**src/rtl/tiny_dnn_stream_ctl.sv**
```systemverilog
// tiny_dnn_stream_ctl: parameter-load sequencing plus ping-pong source/destination
// bank control for a small DNN accelerator stream interface.
module tiny_dnn_stream_ctl #(
  parameter int unsigned F_NUM     = 16,
  parameter int unsigned SRC_LANES = 4,
  parameter int unsigned DST_LANES = 2,
  parameter int unsigned SA_W      = 12,
  parameter int unsigned PA_W      = 10,
  parameter int unsigned GV_W      = $clog2(F_NUM / SRC_LANES)
) (
  input  logic            clk,
  input  logic            rst_n,
  input  logic            run,
  input  logic            wwrite,
  input  logic            bwrite,
  input  logic [SA_W-1:0] ss,
  input  logic [SA_W-1:0] ds,
  input  logic [PA_W-1:0] ks,
  input  logic            src_valid,
  input  logic            src_last,
  output logic            src_ready,
  output logic            dst_valid,
  output logic            dst_last,
  input  logic            dst_ready,
  output logic [GV_W-1:0] prm_v,
  output logic [PA_W-1:0] prm_a,
  output logic            prm_we,
  output logic            src_v,
  output logic [SA_W-1:0] src_a,
  output logic            inp,
  output logic            dst_v,
  output logic [SA_W-1:0] dst_a,
  output logic            outp,
  output logic            s_init,
  input  logic            s_fin,
  output logic            execp,
  output logic            err
);

  if ((F_NUM % SRC_LANES) != 0 || DST_LANES == 0) begin : g_bad_params
    $error("tiny_dnn_stream_ctl: F_NUM must be a multiple of SRC_LANES, DST_LANES nonzero");
  end

  localparam logic [GV_W-1:0] LastGrp = GV_W'(F_NUM / SRC_LANES - 1);

  typedef enum logic [1:0] {StIdle, StPrm, StRun} state_e;

  state_e          state_q, state_d;
  logic            live_q;
  logic [GV_W-1:0] prm_v_q, prm_v_d;
  logic [PA_W-1:0] prm_a_q, prm_a_d;
  logic [SA_W-1:0] src_a_q, src_a_d;
  logic [SA_W-1:0] dst_a_q, dst_a_d;
  logic            inp_q, inp_d;
  logic            outp_q, outp_d;
  logic            execp_q, execp_d;
  logic [1:0]      sfull_q, sfull_d;
  logic [1:0]      dfull_q, dfull_d;
  logic            busy_q, busy_d;
  logic            s_init_q, s_init_d;
  logic            err_q, err_d;

  logic            src_hs;
  logic            prm_end;
  logic            src_end;
  logic            fin_ok;
  logic            start;

  assign prm_end = (prm_v_q == LastGrp) && (prm_a_q == ks);
  assign src_end = (src_a_q == ss);

  // State register; live_q holds the FSM for one edge after reset release.
  always_ff @(posedge clk or negedge rst_n) begin
    if (!rst_n) begin
      state_q <= StIdle;
      live_q  <= 1'b0;
    end else begin
      state_q <= state_d;
      live_q  <= 1'b1;
    end
  end

  // Next-state decode; a load request wins over run when both are raised in idle.
  always_comb begin
    state_d = state_q;
    if (live_q) begin
      unique case (state_q)
        StIdle: begin
          if (wwrite || bwrite) begin
            state_d = StPrm;
          end else if (run) begin
            state_d = StRun;
          end
        end
        StPrm:   if (prm_we && prm_end) state_d = StIdle;
        StRun:   if (!run) state_d = StIdle;
        default: state_d = StIdle;
      endcase
    end
  end

  // Handshake outputs, combinational from registered state.
  always_comb begin
    src_ready = 1'b0;
    dst_valid = 1'b0;
    unique case (state_q)
      StPrm: src_ready = 1'b1;
      StRun: begin
        src_ready = !sfull_q[inp_q];
        dst_valid = dfull_q[outp_q];
      end
      default: ;
    endcase
    src_hs   = src_valid && src_ready;
    prm_we   = src_hs && (state_q == StPrm);
    src_v    = src_hs && (state_q == StRun);
    dst_v    = dst_valid && dst_ready;
    dst_last = dst_valid && (dst_a_q == ds);
  end

  // Counter, bank-flag and sample-control next state.
  always_comb begin
    prm_v_d  = prm_v_q;
    prm_a_d  = prm_a_q;
    src_a_d  = src_a_q;
    dst_a_d  = dst_a_q;
    inp_d    = inp_q;
    outp_d   = outp_q;
    execp_d  = execp_q;
    sfull_d  = sfull_q;
    dfull_d  = dfull_q;
    busy_d   = busy_q;
    s_init_d = 1'b0;
    err_d    = err_q;

    // Parameter address walk: address within group, then group.
    if (prm_we) begin
      if (prm_a_q == ks) begin
        prm_a_d = '0;
        prm_v_d = prm_end ? '0 : prm_v_q + 1'b1;
      end else begin
        prm_a_d = prm_a_q + 1'b1;
      end
      if (src_last != prm_end) err_d = 1'b1;
    end

    // Source fill; completing a bank marks it full and swaps to the other bank.
    if (src_v) begin
      if (src_end) begin
        src_a_d        = '0;
        sfull_d[inp_q] = 1'b1;
        inp_d          = ~inp_q;
      end else begin
        src_a_d = src_a_q + 1'b1;
      end
      if (src_last != src_end) err_d = 1'b1;
    end

    // Sample done: source bank is consumed, matching destination bank is ready.
    fin_ok = s_fin && busy_q;
    if (fin_ok) begin
      busy_d           = 1'b0;
      sfull_d[execp_q] = 1'b0;
      dfull_d[execp_q] = 1'b1;
      execp_d          = ~execp_q;
    end

    // Drain; the address only moves on an accepted beat.
    if (dst_v) begin
      if (dst_last) begin
        dst_a_d         = '0;
        dfull_d[outp_q] = 1'b0;
        outp_d          = ~outp_q;
      end else begin
        dst_a_d = dst_a_q + 1'b1;
      end
    end

    // Launch from post-update flags so a just-completed bank starts one cycle later.
    start = (state_q == StRun) && run && !busy_d && !s_init_q &&
            sfull_d[execp_d] && !dfull_d[execp_d];
    if (start) begin
      busy_d   = 1'b1;
      s_init_d = 1'b1;
    end

    // Soft clear: leaving run wipes everything except the sticky error.
    if ((state_q == StRun) && !run) begin
      prm_v_d  = '0;
      prm_a_d  = '0;
      src_a_d  = '0;
      dst_a_d  = '0;
      inp_d    = 1'b0;
      outp_d   = 1'b0;
      execp_d  = 1'b0;
      sfull_d  = '0;
      dfull_d  = '0;
      busy_d   = 1'b0;
      s_init_d = 1'b0;
    end
  end

  // Datapath registers.
  always_ff @(posedge clk or negedge rst_n) begin
    if (!rst_n) begin
      prm_v_q  <= '0;
      prm_a_q  <= '0;
      src_a_q  <= '0;
      dst_a_q  <= '0;
      inp_q    <= 1'b0;
      outp_q   <= 1'b0;
      execp_q  <= 1'b0;
      sfull_q  <= '0;
      dfull_q  <= '0;
      busy_q   <= 1'b0;
      s_init_q <= 1'b0;
      err_q    <= 1'b0;
    end else begin
      prm_v_q  <= prm_v_d;
      prm_a_q  <= prm_a_d;
      src_a_q  <= src_a_d;
      dst_a_q  <= dst_a_d;
      inp_q    <= inp_d;
      outp_q   <= outp_d;
      execp_q  <= execp_d;
      sfull_q  <= sfull_d;
      dfull_q  <= dfull_d;
      busy_q   <= busy_d;
      s_init_q <= s_init_d;
      err_q    <= err_d;
    end
  end

  assign prm_v  = prm_v_q;
  assign prm_a  = prm_a_q;
  assign src_a  = src_a_q;
  assign dst_a  = dst_a_q;
  assign inp    = inp_q;
  assign outp   = outp_q;
  assign execp  = execp_q;
  assign s_init = s_init_q;
  assign err    = err_q;

endmodule
```
**config.mk**
```make
export PLATFORM = sky130hd
export DESIGN_NAME = tiny_dnn_stream_ctl
export DESIGN_NICKNAME = d
export VERILOG_FILES = /design/src/rtl/tiny_dnn_stream_ctl.sv
export SDC_FILE = /design/constraint.sdc
export NUM_CORES = 1
export LEC_CHECK = 0
export BUFFER_PORTS_ARGS = -buffer_cell sky130_fd_sc_hd__buf_2
export CAP_MARGIN = 10
export CORE_MARGIN = 5
export CORE_UTILIZATION = 52
export CTS_CLUSTER_DIAMETER = 60
export DETAILED_ROUTE_END_ITERATION = 8
export GPL_TIMING_DRIVEN = 0
export HOLD_SLACK_MARGIN = 0.06
export PLACE_DENSITY = 0.93
export SLEW_MARGIN = 20
export SYNTH_ARGS = -nofsm -noshare
export SYNTH_HDL_FRONTEND = slang
export SYNTH_SLANG_ARGS = --single-unit
```
**constraint.sdc**
```tcl
create_clock -name clk -period 2.3 [get_ports clk]
set_input_delay 0.46 -clock clk [delete_from_list [all_inputs] [get_ports clk]]
set_output_delay 0.46 -clock clk [all_outputs]
set_load 0.005 [all_outputs]
```
==> impl_metrics.tcl, run 1 <==
set metrics [dict create \
    status "finished clean" \
    place_inst 480 \
    place.gp.congestion 0.8960 \
    overflow 0 \
    synth_seq_cells 49 \
    pre_cts_ws_ns 0.1166 \
    nFillCells 454 \
    ys.flop_type "dfrtp_1" \
    cts_tree "done" \
    antenna_found_initial 0 \
    ioPinCount 90 \
    first_pass_iters 4 \
    fmax_mhz 442.7 \
    cts.hold.buffers_added 0 \
    cp_data_arrival_time_ns 1.80 \
    holdCritPathClass "input port to async pin" \
    fin_cells 490 \
    finalSetupTns_ns 0 \
    grt_max_degree 50 \
    die_w_um 85.45 \
    rsz0062_at_grt "true" \
    core_um2 5507 \
    crit_type "register to output pin" \
    setup_violations 0 \
    clkSlewWorstSetupHoldPaths_ns 0.09 \
    syn_area_um2 2960 \
    syn_to_final_growth_pct 23.54 \
    die_h_um 85.45 \
    layout_setup_ws_ns 0.04099 \
    hpwl_um 5715 \
    drv_slew 0 \
    yosys.cell_types.count 49 \
    grt_pass1_vias 2703 \
    synthCells 319 \
    grt.total_usage 0.2096 \
    drc 0 \
    drt_wl_total_um 7569 \
    period_needed_ns 2.259 \
    cts-root-buf "clkbuf_8" \
    clockBufferDepth 2 \
    start_kind "register" \
    synth-edff-count 0 \
    yosysSeqAreaShare 0.4142 \
    ant_nets 0 \
    die-area_um2 7302 \
    h-tree-depth 2 \
    fin_nets 467 \
    cap_violations 0 \
    floorplan.rows 27 \
    hold_viol 0 \
    async_reset_ff_frac 1.000 \
    crit_fanout 6 \
    final_layout_size_suffix_gt1_frac 0.3062 \
    slowest_delay_ns 0.47 \
    path_cells "xor2_1 > nor4_1 > and4_1 > buf_6 > buf_2" \
    critPathCaptureType "output pin" \
    ys_warn_count 0 \
    crit_slowest_cell "dfrtp_1" \
    viasPerCell 5.510 \
    drtIter0Drc 149 \
    initial_core_util 0.5376 \
    cts-buffers-inserted 5 \
    grt_pass1_wl_um 12520 \
    vias 2700 \
    irDropWorstVdd_mv 0.6156 \
    clock_latency_ns 0.30 \
    num_antenna_cells 0 \
    p_leak_nw 1.876 \
    tightest_slew_ns 0.6098 \
    syn_nets 369 \
    powerDensity_nw_per_um2 689.5 \
    clock-sinks 49 \
    ff2ff_setup_slack_ns 0.18 \
    syn_area_per_cell_um2 9.280 \
    min_period_over_period 0.9822 \
    placement.io_buffers 89 \
    cp.required_ns 1.84 \
    wire_per_inst_um 15.45 \
    fin_skew_ns 0.007308 \
    timing.slew.headroom 0.5935 \
]
routing by layer:
metal / vias up / global-route usage / part of all wire
met3: 4 / 0.04757 / 0.065
met4: 0 / 0.04029 / 0.0077
met5: - / 0 / 0
met2: 86 / 0.3722 / 0.51
li1: 1314 / - / -
met1: 1296 / 0.2610 / 0.42
metrics by stage:
stage	utilization	hold slack [ns]	power, mW	instance area, µm²
global route	0.6642	0.2329	2.699	3657
global placement	0.6349	0.4865	1.886	3496
floorplan	-	0.1644	1.605	2960
finish	0.6642	0.1735	2.522	3657
detailed placement	0.6349	0.4989	1.929	3496
CTS	0.6528	0.3982	2.441	3595
final timing paths:
path | from | to | cells after the start
worst max-delay path | dst_a[0] | dst_last | 5
worst min-delay path | rst_n | src_a[9] | 1
worst max register to register | state_q[1] | prm_a[7] | 7
worst min register to register | prm_v[0] | prm_v[0] | 1
max in group asynchronous | rst_n | src_a[3] | 1
min in group clk | wwrite | state_q[1] | 4
placed cells by master (no fill, tap or decap), types with 4 or more instances in the layout:
cell,Yosys,layout
and3_1,8,8
buf_2,2,90
nor2_1,33,33
dfrtp_1,49,49
nand2_1,28,28
ha_1,7,5
nor2b_1,5,5
clkbuf_8,0,5
xor2_1,48,48
o31ai_1,6,6
inv_1,8,6
nor4_1,8,6
nand3_1,14,14
o21ai_0,18,18
nor3_1,6,6
nand4_1,8,8
or3_1,4,4
xnor2_1,4,4
a21oi_1,12,11
mux2i_1,6,6
flip-flops by register name, indices dropped and copies added (netlist names), 2 cells and up:
| register | count |
|---|---|
| prm_a | 10 |
| state_q | 2 |
| sfull_q | 2 |
| src_a | 12 |
| prm_v | 2 |
| dfull_q | 2 |
| dst_a | 12 |
cells in the mapped netlist (7+ instances only):
master / instances / area share
nand3_1: 14 / 0.024
inv_1: 8 / 0.010
nor4_1: 8 / 0.017
nand4_1: 8 / 0.017
and3_1: 8 / 0.017
a21oi_1: 12 / 0.020
o21ai_0: 18 / 0.030
ha_1: 7 / 0.030
nand2_1: 28 / 0.036
nor2_1: 33 / 0.042
dfrtp_1: 49 / 0.41
xor2_1: 48 / 0.14
final cells by class:
| type | instances | area (µm²) | area share |
|---|---|---|---|
| timing repair buffer | 91 | 462.9 | 0.1266 |
| inverter | 10 | 40.04 | 0.01095 |
| clock buffer | 5 | 68.82 | 0.01882 |
| sequential | 49 | 1226 | 0.3353 |
| clock inverter | 3 | 17.52 | 0.004790 |
| buffer | 6 | 48.80 | 0.01334 |
| tap | 72 | 90.09 | 0.02463 |
| multi-input combinational | 254 | 1703 | 0.4656 |
worst max-delay path: cells and delay by family (launching register included):
kind / cells / cell delay [ns]
flops: 1 / 0.47
simple gates: 2 / 0.65
buf+inv: 2 / 0.22
xor+xnor: 1 / 0.17
kinds of logic after synthesis:
kind of cell,Yosys count,synth area share
other cells,1,0.001267
compound gates,51,0.1074
simple gates,136,0.2405
fa+ha+maj,7,0.02958
mux,7,0.02409
xor+xnor,52,0.1538
flops,49,0.4142
buf+inv,16,0.02916
report_power, final:
group | internal (mW) | leakage (nW) | switching (mW) | total, mW
clock network | 0.211 | 0.0439 | 0.290 | 0.501
registers | 0.968 | 0.656 | 0.144 | 1.11
logic | 0.413 | 1.18 | 0.497 | 0.910
total | 1.59 | 1.88 | 0.931 | 2.52
what timing repair did:
action,CTS,global route
buffers inserted,1,1
endpoints found under the setup margin,1,6
resized for setup,2,10
Note: power is estimated with default switching activity, not from simulation.
==> run 2: changes to the inputs <==
--- a/config.mk
+++ b/config.mk
@@ -13,6 +13,7 @@
 export DETAILED_ROUTE_END_ITERATION = 8
 export GPL_TIMING_DRIVEN = 0
 export HOLD_SLACK_MARGIN = 0.06
+export MAX_ROUTING_LAYER = met4
 export PLACE_DENSITY = 0.93
 export SLEW_MARGIN = 20
 export SYNTH_ARGS = -nofsm -noshare
==> impl_metrics.tcl, run 2 (synthesis results as in run 1) <==
set metrics [dict create \
    status "finished clean" \
    place_inst 480 \
    irDropWorstVdd_mv 0.6109 \
    clockPowerShare 0.198 \
    ioPinCount 90 \
    wire_per_inst_um 15.33 \
    hold_viol 0 \
    hpwl_um 5715 \
    holdCritPathClass "input port to async pin" \
    mostFrequentLayoutCells "buf_2, dfrtp_1, xor2_1" \
    drv_slew 0 \
    mostFrequentLayoutCell "buf_2" \
    powerDensity_nw_per_um2 687.8 \
    fin_cells 490 \
    p_int_mw 1.590 \
    ant_nets 0 \
    grt_pass1_vias 2706 \
    initial_core_util 0.5376 \
    p_leak_nw 1.876 \
    cp_data_arrival_time_ns 1.80 \
    drt_wl_total_um 7512 \
    swShare 0.3680 \
    overflow 0 \
    crit_type "register to output pin" \
    rsz0062_at_grt "true" \
    nFillCells 454 \
    tightest_slew_ns 0.6113 \
    first_pass_iters 5 \
    p_switching_mw 0.9258 \
    die_h_um 85.45 \
    rr_worst_depth 6 \
    r2r_end "inp" \
    num_antenna_cells 0 \
    setup_violations 0 \
    grt_max_degree 50 \
    grt.total_usage 0.2154 \
    grt_pass1_wl_um 12500 \
    place.gp.congestion 0.9112 \
    drtIter0Drc 124 \
    fin_nets 467 \
    core_um2 5507 \
    cts-buffers-inserted 5 \
    clock-sinks 49 \
    antenna_found_initial 0 \
    period_needed_ns 2.257 \
    floorplan.rows 27 \
    cts-root-buf "clkbuf_8" \
    start_kind "register" \
    die-area_um2 7302 \
    min_period_over_period 0.9812 \
    total_power_mw 2.516 \
    rr_startpoint "src_a[8]" \
    syn_to_final_growth_pct 23.54 \
    power_frac_comb 0.360 \
    viasPerCell 5.508 \
    drc 0 \
    ff2ff_setup_slack_ns 0.20 \
    die_w_um 85.45 \
    clkSlewWorstSetupHoldPaths_ns 0.09 \
    critPathCaptureType "output pin" \
    fmax_mhz 443.1 \
    fin_skew_ns 0.008347 \
    clock_latency_ns 0.30 \
    vias 2699 \
    cp.required_ns 1.84 \
    cap_violations 0 \
    placement.io_buffers 89 \
    final_layout_size_suffix_gt1_frac 0.3062 \
    seqPwrFrac 0.442 \
    timing.slew.headroom 0.5925 \
    crit_fanout 6 \
    clockBufferDepth 2 \
    cts.hold.buffers_added 0 \
    cts_tree "done" \
    h-tree-depth 2 \
    crit_start "dst_a[0]" \
]
-- run 2: cell counts in the layout (fill, tap and decap cells not counted) --
Identical to the previous run, type by type.
-- run 2: repair_timing --
item | in CTS | in global routing
endpoints found under the setup margin | 1 | 6
setup buffers | 1 | 1
resized for setup | 2 | 10
-- run 2: power groups by stage --
stage                     Sequential (mW)  Clock, mW  Combinational [mW]
after global placement               1.12          0               0.765
after CTS                            1.11      0.505               0.826
after global routing                 1.13      0.542                1.03
after floorplan                      1.11          0               0.493
final                                1.11      0.499               0.905
after detailed placement             1.13          0               0.800
-- run 2: through the flow --
stage                       util  area [µm²]  setup TNS [ns]  hold slack [ns]  setup slack, ns
after CTS                 0.6528        3595               0           0.3982          0.01230
final                     0.6642        3657               0           0.1698          0.04314
after global routing      0.6642        3657        -0.01132           0.2363         -0.01132
after detailed placement  0.6349        3496               0           0.4989           0.1166
after floorplan                -        2960               0           0.1644           0.4222
after global placement    0.6349        3496               0           0.4865           0.1521
-- run 2: worst max-delay path by stage --
stage / slack, ns / endpoint
3_5_place_dp: 0.12 / inp
5_1_grt: -0.01 / dst_last
3_3_place_gp: 0.15 / state_q[1]
6_report: 0.04 / dst_last
2_1_floorplan: 0.42 / busy_q
4_1_cts: 0.01 / dst_last
-- run 2: worst max-delay path, cell delays in order, from the launching register on --
cell and delay (ns):
dfrtp_1 0.47, xor2_1 0.17, nor4_1 0.37, and4_1 0.28, buf_6 0.12, buf_2 0.10
-- run 2: layout make-up --
cell class / count / area (µm²) / area share
repair buffers: 91 / 462.9 / 0.1266
plain buffers: 6 / 48.80 / 0.01334
flip-flops and latches: 49 / 1226 / 0.3353
clock inverters: 3 / 17.52 / 0.004790
inverters: 10 / 40.04 / 0.01095
multi-input cells: 254 / 1703 / 0.4656
clock buffers: 5 / 68.82 / 0.01882
well taps: 72 / 90.09 / 0.02463
-- run 2: layer usage --
layer | vias to the layer above | GRT usage | routed length [µm]
met5 | - | - | 0
met4 | 0 | 0.04029 | 61
met1 | 1288 | 0.2610 | 3084
li1 | 1312 | - | -
met2 | 93 | 0.3729 | 3829
met3 | 6 | 0.04466 | 537
==> run 3: changes to the inputs <==
--- a/config.mk
+++ b/config.mk
@@ -9,6 +9,7 @@
 export CAP_MARGIN = 10
 export CORE_MARGIN = 5
 export CORE_UTILIZATION = 52
+export CTS_BUF_LIST = sky130_fd_sc_hd__clkbuf_16
 export CTS_CLUSTER_DIAMETER = 60
 export DETAILED_ROUTE_END_ITERATION = 8
 export GPL_TIMING_DRIVEN = 0
==> impl_metrics.tcl, run 3 (synthesis results as in run 1) <==
set metrics [dict create \
    die_w_um 85.45 \
    cts-root-buf "clkbuf_16" \
    p_int_mw 1.755 \
    drt_wl_total_um 7558 \
    swShare 0.3468 \
    grt_pass1_vias 2732 \
    nFillCells 451 \
    viasPerCell 5.577 \
    clockBufferDepth 2 \
    final_layout_size_suffix_gt1_frac 0.3070 \
    ff2ff_setup_slack_ns 0.19 \
    crit_buf_inv 2 \
    initial_core_util 0.5376 \
    crit_fanout 6 \
    cp_top_family "simple AND/OR/NAND/NOR gates" \
    crit_type "register to output pin" \
    drtIter0Drc 167 \
    irDropWorstVdd_mv 0.8018 \
    num_antenna_cells 0 \
    drv_slew 0 \
    drc 0 \
    antenna_found_initial 0 \
    start_kind "register" \
    crit_slowest_cell "dfrtp_1" \
    p_leak_nw 1.893 \
    cp_data_arrival_time_ns 1.78 \
    r2r_end "inp" \
    min_period_over_period 0.9739 \
    cp.required_ns 1.84 \
    mostFrequentLayoutCells "buf_2, dfrtp_1, xor2_1" \
    cts.hold.buffers_added 0 \
    mostFrequentLayoutCell "buf_2" \
    critical_path_cell_count 5 \
    hold_viol 0 \
    critPathCaptureType "output pin" \
    fin_skew_ns 0.002908 \
    powerDensity_nw_per_um2 728.5 \
    vias 2727 \
    path_cells "xor2_1 > nor4_1 > and4_1 > buf_6 > buf_2" \
    floorplan.rows 27 \
    syn_to_final_growth_pct 24.60 \
    finalSetupTns_ns 0 \
    cp-endpoint "dst_last" \
    slowest_delay_ns 0.46 \
    grt_pass1_wl_um 12610 \
    core_um2 5507 \
    dpl_cell_area_um2 3496 \
    seqPwrFrac 0.415 \
    postLayoutCoreUtil 0.6698 \
    h-tree-depth 2 \
    timing.slew.headroom 0.5860 \
    first_pass_iters 4 \
    fmax_mhz 446.4 \
    cts_tree "done" \
    holdCritPathClass "input port to async pin" \
    clock_latency_ns 0.28 \
    power_frac_comb 0.322 \
    fin_area_um2 3689 \
    period_needed_ns 2.240 \
    crit_start "dst_a[0]" \
    ioPinCount 90 \
    cts-buffers-inserted 5 \
    wire_per_inst_um 15.46 \
    setup_violations 0 \
    clockPowerShare 0.263 \
    hpwl_um 5715 \
    status "finished clean" \
    place.gp.congestion 0.9112 \
    clkSlewWorstSetupHoldPaths_ns 0.06 \
    clock-sinks 49 \
    p_switching_mw 0.9318 \
    ant_nets 0 \
    rr_startpoint "src_a[8]" \
    tightest_slew_ns 0.6211 \
    rr_worst_depth 6 \
    placement.io_buffers 89 \
    grt_max_degree 50 \
    rsz0062_at_grt "false" \
    cap_violations 0 \
    fin_nets 466 \
    die-area_um2 7302 \
    die_h_um 85.45 \
    overflow 0 \
    grt.total_usage 0.2165 \
]
==> run 3: worst min path at each step <==
| stage | from | to | slack, ns |
|---|---|---|---|
| 3_3_place_gp | prm_v[0] | prm_v[0] | 0.49 |
| 6_report | rst_n | dst_a[10] | 0.19 |
| 4_1_cts | rst_n | busy_q | 0.42 |
| 3_5_place_dp | prm_v[0] | prm_v[0] | 0.50 |
| 5_1_grt | rst_n | dfull_q[0] | 0.26 |
| 2_1_floorplan | rst_n | busy_q | 0.16 |
==> run 3: repair_timing <==
action | 4_1_cts | 5_1_grt
setup buffers | 1 | 0
gates resized for setup | 2 | 9
hold endpoints to repair | 0 | 0
setup endpoints to repair | 1 | 5
==> run 3: area by class of cell <==
cell class	instances	area, µm²	area share
Clock buffer	5	125.1	0.03392
Timing Repair Buffer	90	455.4	0.1235
Sequential cell	49	1226	0.3324
Tap cell	72	90.09	0.02442
Multi-Input combinational cell	254	1685	0.4569
Buffer	6	48.80	0.01323
Clock inverter	3	17.52	0.004749
Inverter	10	40.04	0.01085
==> run 3: worst register-to-register path, stage by stage (launching register included) <==
cell,delay (ns)
dfrtp_1,0.44
xor2_1,0.18
nor4_1,0.30
nand3_1,0.33
nor2_1,0.22
mux2_2,0.36
a22o_1,0.17
==> run 3: power groups by stage <==
| stage | Sequential [mW] | Clock (mW) | Combinational (mW) |
|---|---|---|---|
| after global routing | 1.13 | 0.753 | 0.984 |
| after CTS | 1.11 | 0.715 | 0.828 |
| after global placement | 1.12 | 0 | 0.765 |
| after detailed placement | 1.13 | 0 | 0.800 |
| after floorplan | 1.11 | 0 | 0.493 |
| final | 1.12 | 0.707 | 0.865 |
==> run 3: stage by stage <==
stage	setup WS [ns]	power (mW)	cells	hold WS, ns
4_1_cts	0.03265	2.654	489	0.4208
3_3_place_gp	0.1521	1.886	480	0.4865
6_report	0.06010	2.687	489	0.1916
2_1_floorplan	0.4222	1.605	319	0.1644
5_1_grt	0.0005352	2.871	489	0.2634
3_5_place_dp	0.1166	1.929	480	0.4989
==> run 3: layer usage <==
metal | vias up | part of all wire | routed length, µm | GRT usage
met5 | - | 0 | 0 | -
li1 | 1314 | - | - | -
met2 | 97 | 0.51 | 3835 | 0.3736
met3 | 6 | 0.067 | 504 | 0.04466
met1 | 1310 | 0.42 | 3150 | 0.2628
met4 | 0 | 0.0090 | 68 | 0.04173
